===== config.mk =====
export PLATFORM = sky130hd
export DESIGN_NAME = uart_tx_flat
export DESIGN_NICKNAME = d
export VERILOG_FILES = /design/src/rtl/uart_tx_if.sv /design/src/rtl/uart_tx.sv /design/src/flat_wrapper.sv
export SDC_FILE = /design/constraint.sdc
export NUM_CORES = 1
export LEC_CHECK = 0
export CAP_MARGIN = 0
export CELL_PAD_IN_SITES_DETAIL_PLACEMENT = 0
export CELL_PAD_IN_SITES_GLOBAL_PLACEMENT = 1
export CORE_MARGIN = 4
export CORE_UTILIZATION = 27
export CTS_BUF_LIST = sky130_fd_sc_hd__clkbuf_8 sky130_fd_sc_hd__clkbuf_16
export DETAILED_ROUTE_END_ITERATION = 8
export HOLD_SLACK_MARGIN = 0.02
export PLACE_DENSITY = 0.65
export SYNTH_ARGS = -nofsm -noshare
export SYNTH_HDL_FRONTEND = slang
export SYNTH_SLANG_ARGS = --single-unit

===== constraint.sdc =====
create_clock -name clk -period 1.65 [get_ports clk]
set_input_delay 0.2475 -clock clk [delete_from_list [all_inputs] [get_ports clk]]
set_output_delay 0.2475 -clock clk [all_outputs]
set_load 0.02 [all_outputs]

===== src/rtl/uart_tx_if.sv =====
// FIFO-side and line-side signals of the UART transmitter, bundled so the
// transmitter and whatever drives it agree on direction through modports.
interface uart_tx_if #(
  parameter int DATA_WIDTH = 8
);
  logic                  en;
  logic                  fifo_empty;
  logic [DATA_WIDTH-1:0] fifo_data;
  logic                  fifo_rd;
  logic                  tx;
  logic                  busy;
  logic                  done;

  // System side: owns the enable and the FIFO read port, watches the line.
  modport master (
    output en, fifo_empty, fifo_data,
    input  fifo_rd, tx, busy, done
  );

  // Transmitter side.
  modport slave (
    input  en, fifo_empty, fifo_data,
    output fifo_rd, tx, busy, done
  );
endinterface


===== src/rtl/uart_tx.sv =====
// UART transmitter. Pops one byte at a time from a synchronous FIFO whose
// DATAo is registered (valid the cycle after the read strobe) and sends it
// LSB first as start / data / optional parity / stop bits. Every output is
// a register; the line idles high.
module uart_tx #(
  parameter int CLK_FREQ   = 16_000_000,
  parameter int BAUD_RATE  = 1_000_000,
  parameter int DATA_WIDTH = 8,
  parameter int PARITY_EN  = 0,
  parameter int PARITY_ODD = 0,
  parameter int STOP_BITS  = 1
) (
  input  logic     clk,
  input  logic     rst_n,
  uart_tx_if.slave bus
);

  localparam int CLKS_PER_BIT = CLK_FREQ / BAUD_RATE;
  localparam int STOP_CLKS    = STOP_BITS * CLKS_PER_BIT;
  // The baud counter is shared by every bit, including the (possibly
  // double-length) stop period, so it is sized for the longest of them.
  localparam int BAUD_W       = $clog2(STOP_CLKS);
  localparam int BIT_W        = (DATA_WIDTH > 1) ? $clog2(DATA_WIDTH) : 1;

  localparam logic [BAUD_W-1:0] BIT_LAST  = BAUD_W'(CLKS_PER_BIT - 1);
  localparam logic [BAUD_W-1:0] STOP_LAST = BAUD_W'(STOP_CLKS - 1);
  localparam logic [BIT_W-1:0]  DATA_LAST = BIT_W'(DATA_WIDTH - 1);
  localparam logic              ODD       = (PARITY_ODD != 0);

  typedef enum logic [2:0] {
    IDLE, FETCH, LOAD, START, DATA, PARITY, STOP
  } state_t;

  state_t                state, state_nx;
  logic [BAUD_W-1:0]     baud_cnt, baud_cnt_nx;
  logic [BIT_W-1:0]      bit_cnt, bit_cnt_nx;
  logic [DATA_WIDTH-1:0] shreg, shreg_nx;
  logic                  par_bit, par_bit_nx;
  logic                  tx_line, tx_line_nx;
  logic                  rd_pulse, rd_pulse_nx;
  logic                  busy_flag, busy_flag_nx;
  logic                  done_pulse, done_pulse_nx;
  logic                  bit_end;

  assign bit_end     = (baud_cnt == BIT_LAST);
  assign bus.tx      = tx_line;
  assign bus.fifo_rd = rd_pulse;
  assign bus.busy    = busy_flag;
  assign bus.done    = done_pulse;

  // Next-state and next-output decode; every register holds unless a state
  // says otherwise, and the two strobes default low so they last one cycle.
  always_comb begin
    state_nx      = state;
    baud_cnt_nx   = baud_cnt;
    bit_cnt_nx    = bit_cnt;
    shreg_nx      = shreg;
    par_bit_nx    = par_bit;
    tx_line_nx    = tx_line;
    rd_pulse_nx   = 1'b0;
    busy_flag_nx  = busy_flag;
    done_pulse_nx = 1'b0;
    unique case (state)
      IDLE: begin
        // Enable and FIFO status only matter here: a frame once started runs
        // to completion regardless of either.
        if (bus.en && !bus.fifo_empty) begin
          rd_pulse_nx  = 1'b1;
          busy_flag_nx = 1'b1;
          state_nx     = FETCH;
        end
      end
      FETCH: begin
        // The FIFO captures its output on this edge; nothing to sample yet.
        state_nx = LOAD;
      end
      LOAD: begin
        shreg_nx    = bus.fifo_data;
        par_bit_nx  = (^bus.fifo_data) ^ ODD;
        tx_line_nx  = 1'b0;
        baud_cnt_nx = '0;
        bit_cnt_nx  = '0;
        state_nx    = START;
      end
      START: begin
        if (bit_end) begin
          tx_line_nx  = shreg[0];
          shreg_nx    = shreg >> 1;
          baud_cnt_nx = '0;
          state_nx    = DATA;
        end else begin
          baud_cnt_nx = baud_cnt + 1'b1;
        end
      end
      DATA: begin
        if (bit_end) begin
          baud_cnt_nx = '0;
          if (bit_cnt == DATA_LAST) begin
            if (PARITY_EN != 0) begin
              tx_line_nx = par_bit;
              state_nx   = PARITY;
            end else begin
              tx_line_nx = 1'b1;
              state_nx   = STOP;
            end
          end else begin
            bit_cnt_nx = bit_cnt + 1'b1;
            tx_line_nx = shreg[0];
            shreg_nx   = shreg >> 1;
          end
        end else begin
          baud_cnt_nx = baud_cnt + 1'b1;
        end
      end
      PARITY: begin
        if (bit_end) begin
          tx_line_nx  = 1'b1;
          baud_cnt_nx = '0;
          state_nx    = STOP;
        end else begin
          baud_cnt_nx = baud_cnt + 1'b1;
        end
      end
      STOP: begin
        // One or two bit periods of mark, counted in a single run.
        if (baud_cnt == STOP_LAST) begin
          baud_cnt_nx   = '0;
          busy_flag_nx  = 1'b0;
          done_pulse_nx = 1'b1;
          state_nx      = IDLE;
        end else begin
          baud_cnt_nx = baud_cnt + 1'b1;
        end
      end
      default: begin
        state_nx = IDLE;
      end
    endcase
  end

  // Control state and registered outputs; reset abandons any frame in flight.
  always_ff @(posedge clk) begin
    if (!rst_n) begin
      state      <= IDLE;
      baud_cnt   <= '0;
      bit_cnt    <= '0;
      tx_line    <= 1'b1;
      rd_pulse   <= 1'b0;
      busy_flag  <= 1'b0;
      done_pulse <= 1'b0;
    end else begin
      state      <= state_nx;
      baud_cnt   <= baud_cnt_nx;
      bit_cnt    <= bit_cnt_nx;
      tx_line    <= tx_line_nx;
      rd_pulse   <= rd_pulse_nx;
      busy_flag  <= busy_flag_nx;
      done_pulse <= done_pulse_nx;
    end
  end

  // Shift register and parity are reloaded in LOAD before use, so no reset.
  always_ff @(posedge clk) begin
    shreg   <= shreg_nx;
    par_bit <= par_bit_nx;
  end

endmodule


===== src/flat_wrapper.sv =====
// flat-port wrapper written by rule: the top's interface ports become plain ports
module uart_tx_flat 
#(
  parameter int CLK_FREQ   = 16_000_000,
  parameter int BAUD_RATE  = 1_000_000,
  parameter int DATA_WIDTH = 8,
  parameter int PARITY_EN  = 0,
  parameter int PARITY_ODD = 0,
  parameter int STOP_BITS  = 1
)
  (clk, rst_n, bus_en, bus_fifo_empty, bus_fifo_data, bus_fifo_rd, bus_tx, bus_busy, bus_done);
  uart_tx_if #(.DATA_WIDTH(DATA_WIDTH)) bus_i ();
  input  logic clk;
  input  logic rst_n;
  input wire logic [$bits(bus_i.en)-1:0] bus_en;
  input wire logic [$bits(bus_i.fifo_empty)-1:0] bus_fifo_empty;
  input wire logic [$bits(bus_i.fifo_data)-1:0] bus_fifo_data;
  output wire logic [$bits(bus_i.fifo_rd)-1:0] bus_fifo_rd;
  output wire logic [$bits(bus_i.tx)-1:0] bus_tx;
  output wire logic [$bits(bus_i.busy)-1:0] bus_busy;
  output wire logic [$bits(bus_i.done)-1:0] bus_done;
  assign bus_i.en = bus_en;
  assign bus_i.fifo_empty = bus_fifo_empty;
  assign bus_i.fifo_data = bus_fifo_data;
  assign bus_fifo_rd = bus_i.fifo_rd;
  assign bus_tx = bus_i.tx;
  assign bus_busy = bus_i.busy;
  assign bus_done = bus_i.done;
  uart_tx #(.CLK_FREQ(CLK_FREQ), .BAUD_RATE(BAUD_RATE), .DATA_WIDTH(DATA_WIDTH), .PARITY_EN(PARITY_EN), .PARITY_ODD(PARITY_ODD), .STOP_BITS(STOP_BITS)) u_core (.clk(clk), .rst_n(rst_n), .bus(bus_i));
endmodule

==> results of run 1 <==
==> cell type report <==
type | count | area (um2) | area share
Inverter | 3 | 11.3 | 0.00666
Timing Repair Buffer | 38 | 323 | 0.191
Clock buffer | 3 | 41.3 | 0.0244
Sequential cell | 22 | 524 | 0.310
Clock inverter | 1 | 3.75 | 0.00222
Multi-Input combinational cell | 97 | 723 | 0.428
Tap cell | 52 | 65.1 | 0.0385
==> cells in the mapped netlist, types with 3 or more instances <==
cell / n / share of area
mux2_2: 5 / 0.044
dfxtp_1: 14 / 0.22
nor3_1: 4 / 0.016
a211oi_1: 3 / 0.017
ha_1: 5 / 0.049
nand3_1: 5 / 0.019
nor2_1: 5 / 0.015
buf_2: 3 / 0.012
or2_2: 3 / 0.015
nand2_1: 5 / 0.015
nor2b_1: 3 / 0.015
edfxtp_1: 8 / 0.19
a21oi_1: 11 / 0.043
o21ai_0: 9 / 0.035
clkbuf_1: 3 / 0.0087
==> cells by family after synthesis <==
| logic type | Yosys count | share of synthesized area |
|---|---|---|
| AOI/OAI and AO/OA | 42 | 0.233 |
| and+or+nand+nor | 42 | 0.191 |
| DFF | 22 | 0.404 |
| buffers and inverters | 13 | 0.0553 |
| muxes | 7 | 0.0612 |
| adders and majority gates | 5 | 0.0485 |
| xor gates and xnor gates | 1 | 0.00680 |
==> cells in the final DEF, fill, tap and decap left out, types with 2 or more instances in the layout <==
cell and count:
buf_4 23, clkdlybuf4s50_1 15, dfxtp_1 11, a21oi_1 10, o21ai_0 9, edfxtp_1 8
mux2_2 5, nor2_1 5, nand2_1 5, nor3_1 4, nand3_1 4, nor2b_1 3
a211oi_1 3, ha_1 3, clkbuf_8 3, dfxtp_2 3, inv_1 2, mux2_1 2
or2_4 2, nand2b_1 2, a32o_1 2, and2_1 2, o21a_1 2, clkinv_1 2
and3_2 2, and4b_1 2, ha_2 2
==> through the flow <==
step                      instances  setup slack, ps  total power, mW
after CTS                       216             5.40             1.26
final                           216             95.7             1.24
after detailed placement        211            -24.4            0.914
after global placement          211             3.78            0.903
after floorplan                 132             7.72            0.796
after global routing            216             29.8             1.32
==> how the worst max path moves through the flow <==
stage                      start                end  slack (ps)  cells after the start
2_1_floorplan  u_core.bit_cnt[0]    u_core.shreg[0]           8                      5
3_3_place_gp   u_core.bit_cnt[0]    u_core.shreg[4]           4                      5
3_5_place_dp   u_core.bit_cnt[0]    u_core.shreg[6]         -20                      5
4_1_cts        u_core.bit_cnt[0]    u_core.shreg[6]           5                      5
5_1_grt        u_core.bit_cnt[0]  u_core.bit_cnt[1]          30                      7
6_report       u_core.bit_cnt[0]    u_core.shreg[1]         100                      5
==> power groups by stage <==
| stage | sequential (mW) | clock, mW | combinational (mW) |
|---|---|---|---|
| after floorplan | 0.635 | 0 | 0.161 |
| final | 0.626 | 0.340 | 0.277 |
| after global routing | 0.632 | 0.382 | 0.305 |
| after global placement | 0.636 | 0 | 0.267 |
| after CTS | 0.626 | 0.358 | 0.278 |
| after detailed placement | 0.638 | 0 | 0.276 |
==> routing by layer <==
metal	up-vias	wire (um)	track usage
li1	564	-	-
met4	0	46	0.0302
met1	525	1390	0.133
met5	-	0	0
met3	4	139	0.0316
met2	22	1530	0.201
==> flip-flops by register name (all words and copies together) (netlist names) <==
| name | flops |
|---|---|
| u_core.shreg | 8 |
| u_core.baud_cnt | 4 |
| u_core.bit_cnt | 3 |
| u_core.state | 3 |
| u_core.bus.busy | 1 |
| u_core.bus.done | 1 |
| u_core.bus.fifo_rd | 1 |
| u_core.bus.tx | 1 |
==> worst register-to-register path: cells and delay by family, from the launching register on <==
kind,cells,cell delay (ps)
and+or+nand+nor,3,600
adders and majority gates,2,340
DFF,1,330
==> repair_timing <==
item,CTS,global route
resized for setup,1,8
endpoints found under the setup margin,9,24
buffers inserted,1,0
hold buffers,0,0
pin swaps,2,2
==> impl_metrics.ini, run 1 <==
[status]
status = finished clean

[clocking]
ctsHtreeMaxLevel = 1
cts_root_buf = clkbuf_8
clock-sinks = 22
clk_pin_slew_ps = 80
clkLatencyLatePin_ps = 260
tritoncts = yes
cts_buffers = 3
clockBufferDepth = 2

[logic_synthesis]
synth_seq_cells = 22
ys.warnings.count = 0
syn_inst = 132
synth_nets = 149
synth.cell_area_um2 = 1290
yosysSeqAreaShare = 0.404
avgSynthCellArea_um2 = 9.76
synth-edff-count = 8
synth_ff_type = dfxtp_1
async_flop_share = 0
synth_cell_type_count = 52

[power_and_ir_drop]
clockPowerShare = 0.273
power_frac_seq = 0.504
power.switching_mw = 0.333
p_leak_nw = 0.626
p_sw_frac = 0.268
ir_worst_vdd_mv = 0.410
cellPowerDensity_nw_per_um2 = 735
pwr-share-comb = 0.223
p_int_mw = 0.911

[drt]
vias = 1115
viasPerCell = 5.16
drc_errors = 0
dr.pass1.iters = 4
wl_per_cell_um = 14.4
drt_iter0_markers = 52
wl_um = 3100
ant_nets = 0

[placed_design]
dp_hpwl_um = 2400
gp_congestion = 0.771
port_buffers = 15
dpl_cell_area_um2 = 1620

[global_routing]
grt_pass1_wl_um = 5540
antenna_found_initial = 0
grt.overflow.total = 0
grt_pass1_vias = 1217
grt_max_degree = 16
track_usage = 0.113

[finish]
drive_gt1_frac = 0.305
finish.instance_area_um2 = 1690
antennaDiodeCount = 0
fillers = 462
area_growth_pct = 31.3
fin_nets = 182
fin_util = 0.378

[sta]
period_share = 0.942
worst_slew_pin_slew_ps = 331
setup_viol = 0
max_freq_mhz = 643
finalHoldViolations = 0
skew_ps = 1.99
rsz0062_at_grt = no
relSlewSlack = 0.779
slew_viol_final = 0
fin_crit_ps = 1550
fin_setup_tns_ps = 0
holdWs_ps = 470

[hold_path]
min_to = u_core.bus.tx
worstHoldStart = u_core.bus.tx
min_path_cells = 1
min_path_type = flop to flop

[critical_path]
cp.buffers_inverters = 0
path_cells = ha_2 > ha_2 > or2_4 > nor3_4 > or2_4
worstReg2RegStart = u_core.bit_cnt[0]
regToRegSetupSlack_ps = 100
end_kind = flop
critPathSlowestCell = dfxtp_2
cp-start-kind = flop
worstPathArrival_ps = 1530
path_class = flop to flop
crit_required_ps = 1620
r2r_end = u_core.shreg[1]
cp_slowest_stage_delay_ps = 330
critPathMaxFanout = 8
worstRegToRegCells = 5
path_delay_family = simple AND/OR/NAND/NOR gates

[die]
rows = 24
start_util = 0.288
top_level_ports = 16
die_area_um2 = 5940
die_x_um = 77.1
fp.dieH_um = 77.1
design.core.area_um2 = 4470

[flow_run]
cap_violations = 0
Power figures use the tool's default switching activity.
==> run 2: changes to the inputs <==
- CORE_UTILIZATION: 27 -> 38
- PLACE_DENSITY: 0.65 -> 0.83
==> impl_metrics.ini, run 2 (synthesis gave the netlist of run 1 again) <==
[critical_path]
regToRegSetupSlack_ps = 90
crit_required_ps = 1620
end_kind = flop
cp-start-kind = flop
critPathMaxFanout = 8
path_cells = ha_2 > ha_2 > or2_4 > nor3_4 > or2_4
path_delay_family = simple AND/OR/NAND/NOR gates
path_class = flop to flop
cp.buffers_inverters = 0
cp_slowest_stage_delay_ps = 330
critPathSlowestCell = dfxtp_2
worstPathArrival_ps = 1530

[drt]
drc_errors = 0
drt_iter0_markers = 54
wl_per_cell_um = 13.0
viasPerCell = 5.30
dr.pass1.iters = 4
wl_um = 2670
ant_nets = 0
vias = 1087

[sta]
fin_ws_ps = 93.9
finalHoldViolations = 0
worst_slew_pin_slew_ps = 343
rsz0062_at_grt = no
skew_ps = 2.45
period_share = 0.943
max_freq_mhz = 643
fin_crit_ps = 1560
setup_viol = 0
holdWs_ps = 466
relSlewSlack = 0.771
slew_viol_final = 0

[power_and_ir_drop]
finalPower_mw = 1.39
p_leak_nw = 0.622
cellPowerDensity_nw_per_um2 = 823
ir_worst_vdd_mv = 0.667

[clocking]
clkLatencyLatePin_ps = 260
clock-sinks = 22
ctsHtreeMaxLevel = 1
cts_root_buf = clkbuf_8
tritoncts = yes
clockBufferDepth = 2
cts_buffers = 3
clk_pin_slew_ps = 80
ctsHoldBuffers = 0

[global_routing]
grt_pass1_vias = 1097
grt_max_degree = 14
track_usage = 0.142
antenna_found_initial = 0
grt_pass1_wl_um = 4860
grt.overflow.total = 0

[placed_design]
gp_congestion = 0.828
preCtsSetupSlack_ps = -22.0
dpl_cell_area_um2 = 1590
dp_hpwl_um = 2070
port_buffers = 15

[die]
die_x_um = 66.2
design.core.area_um2 = 3150
fp.dieH_um = 66.2
top_level_ports = 16
rows = 20
die_area_um2 = 4390
start_util = 0.409

[finish]
largest-register = u_core.shreg
area_growth_pct = 31.0
fillers = 290
mostFrequentLayoutCells = 20 x buf_4, 15 x clkdlybuf4s50_1, 11 x a21oi_1, 11 x dfxtp_1, 9 x o21ai_0
drive_gt1_frac = 0.298
largest_register_ffs = 8
finish.instance_area_um2 = 1690
antennaDiodeCount = 0
reg_top3 = u_core.shreg (8), u_core.baud_cnt (4)
fin_nets = 179
fin_util = 0.535
final_common_cell = buf_4

[flow_run]
cap_violations = 0

[status]
status = finished clean

[hold_path]
min_path_type = flop to flop
## run 2: changes by cell type in the layout (fill, tap and decap cells not counted), sizes merged
cell    change
buf         -3
clkinv      -1
bufinv      +1
## run 2: final cells by class
cell class / instances / area, um2 / area share
clock buffers: 3 / 41.3 / 0.0245
clock inverters: 1 / 30.0 / 0.0178
inverters: 3 / 11.3 / 0.00667
multi-input cells: 97 / 726 / 0.430
flip-flops and latches: 22 / 524 / 0.311
well taps: 44 / 55.1 / 0.0326
repair buffers: 35 / 300 / 0.178
## run 2: power breakdown
part	leakage (nW)	switching (mW)	internal [mW]	total, mW
registers	0.188	0.0236	0.600	0.624
logic	0.398	0.128	0.140	0.268
clock network	0.0357	0.173	0.324	0.497
## run 2: timing repair
item / in CTS / in global routing
gates resized for setup: 2 / 7
setup endpoints to repair: 9 / 20
pin swaps: 2 / 2
setup buffers: 1 / 0
endpoints found under the hold margin: 0 / 0
## run 2: path summary, 6_finish.rpt
path / start / end / cells past startpoint
max: u_core.bit_cnt[0] / u_core.shreg[0] / 5
min: u_core.bus.tx / u_core.bus.tx / 1
max reg2reg: u_core.bit_cnt[0] / u_core.shreg[0] / 5
min reg2reg: u_core.bus.tx / u_core.bus.tx / 1
## run 2: layer usage
metal	global-route usage	vias to the layer above	part of all wire	wire length, um
li1	-	554	-	-
met1	0.180	504	0.46	1230
met2	0.228	23	0.47	1250
met3	0.0476	6	0.052	140
met4	0.0406	0	0.017	45
met5	0	-	0	0
## run 2: stage by stage
stage	setup TNS, ps	std cells
finish	0	205
global route	0	205
CTS	0	205
detailed placement	-175	200
global placement	0	200
floorplan	0	132
## run 2: worst reg2reg max path: stages (launching register included)
cell,delay [ps]
dfxtp_2,330
ha_2,170
ha_2,170
or2_4,250
nor3_4,150
or2_4,210
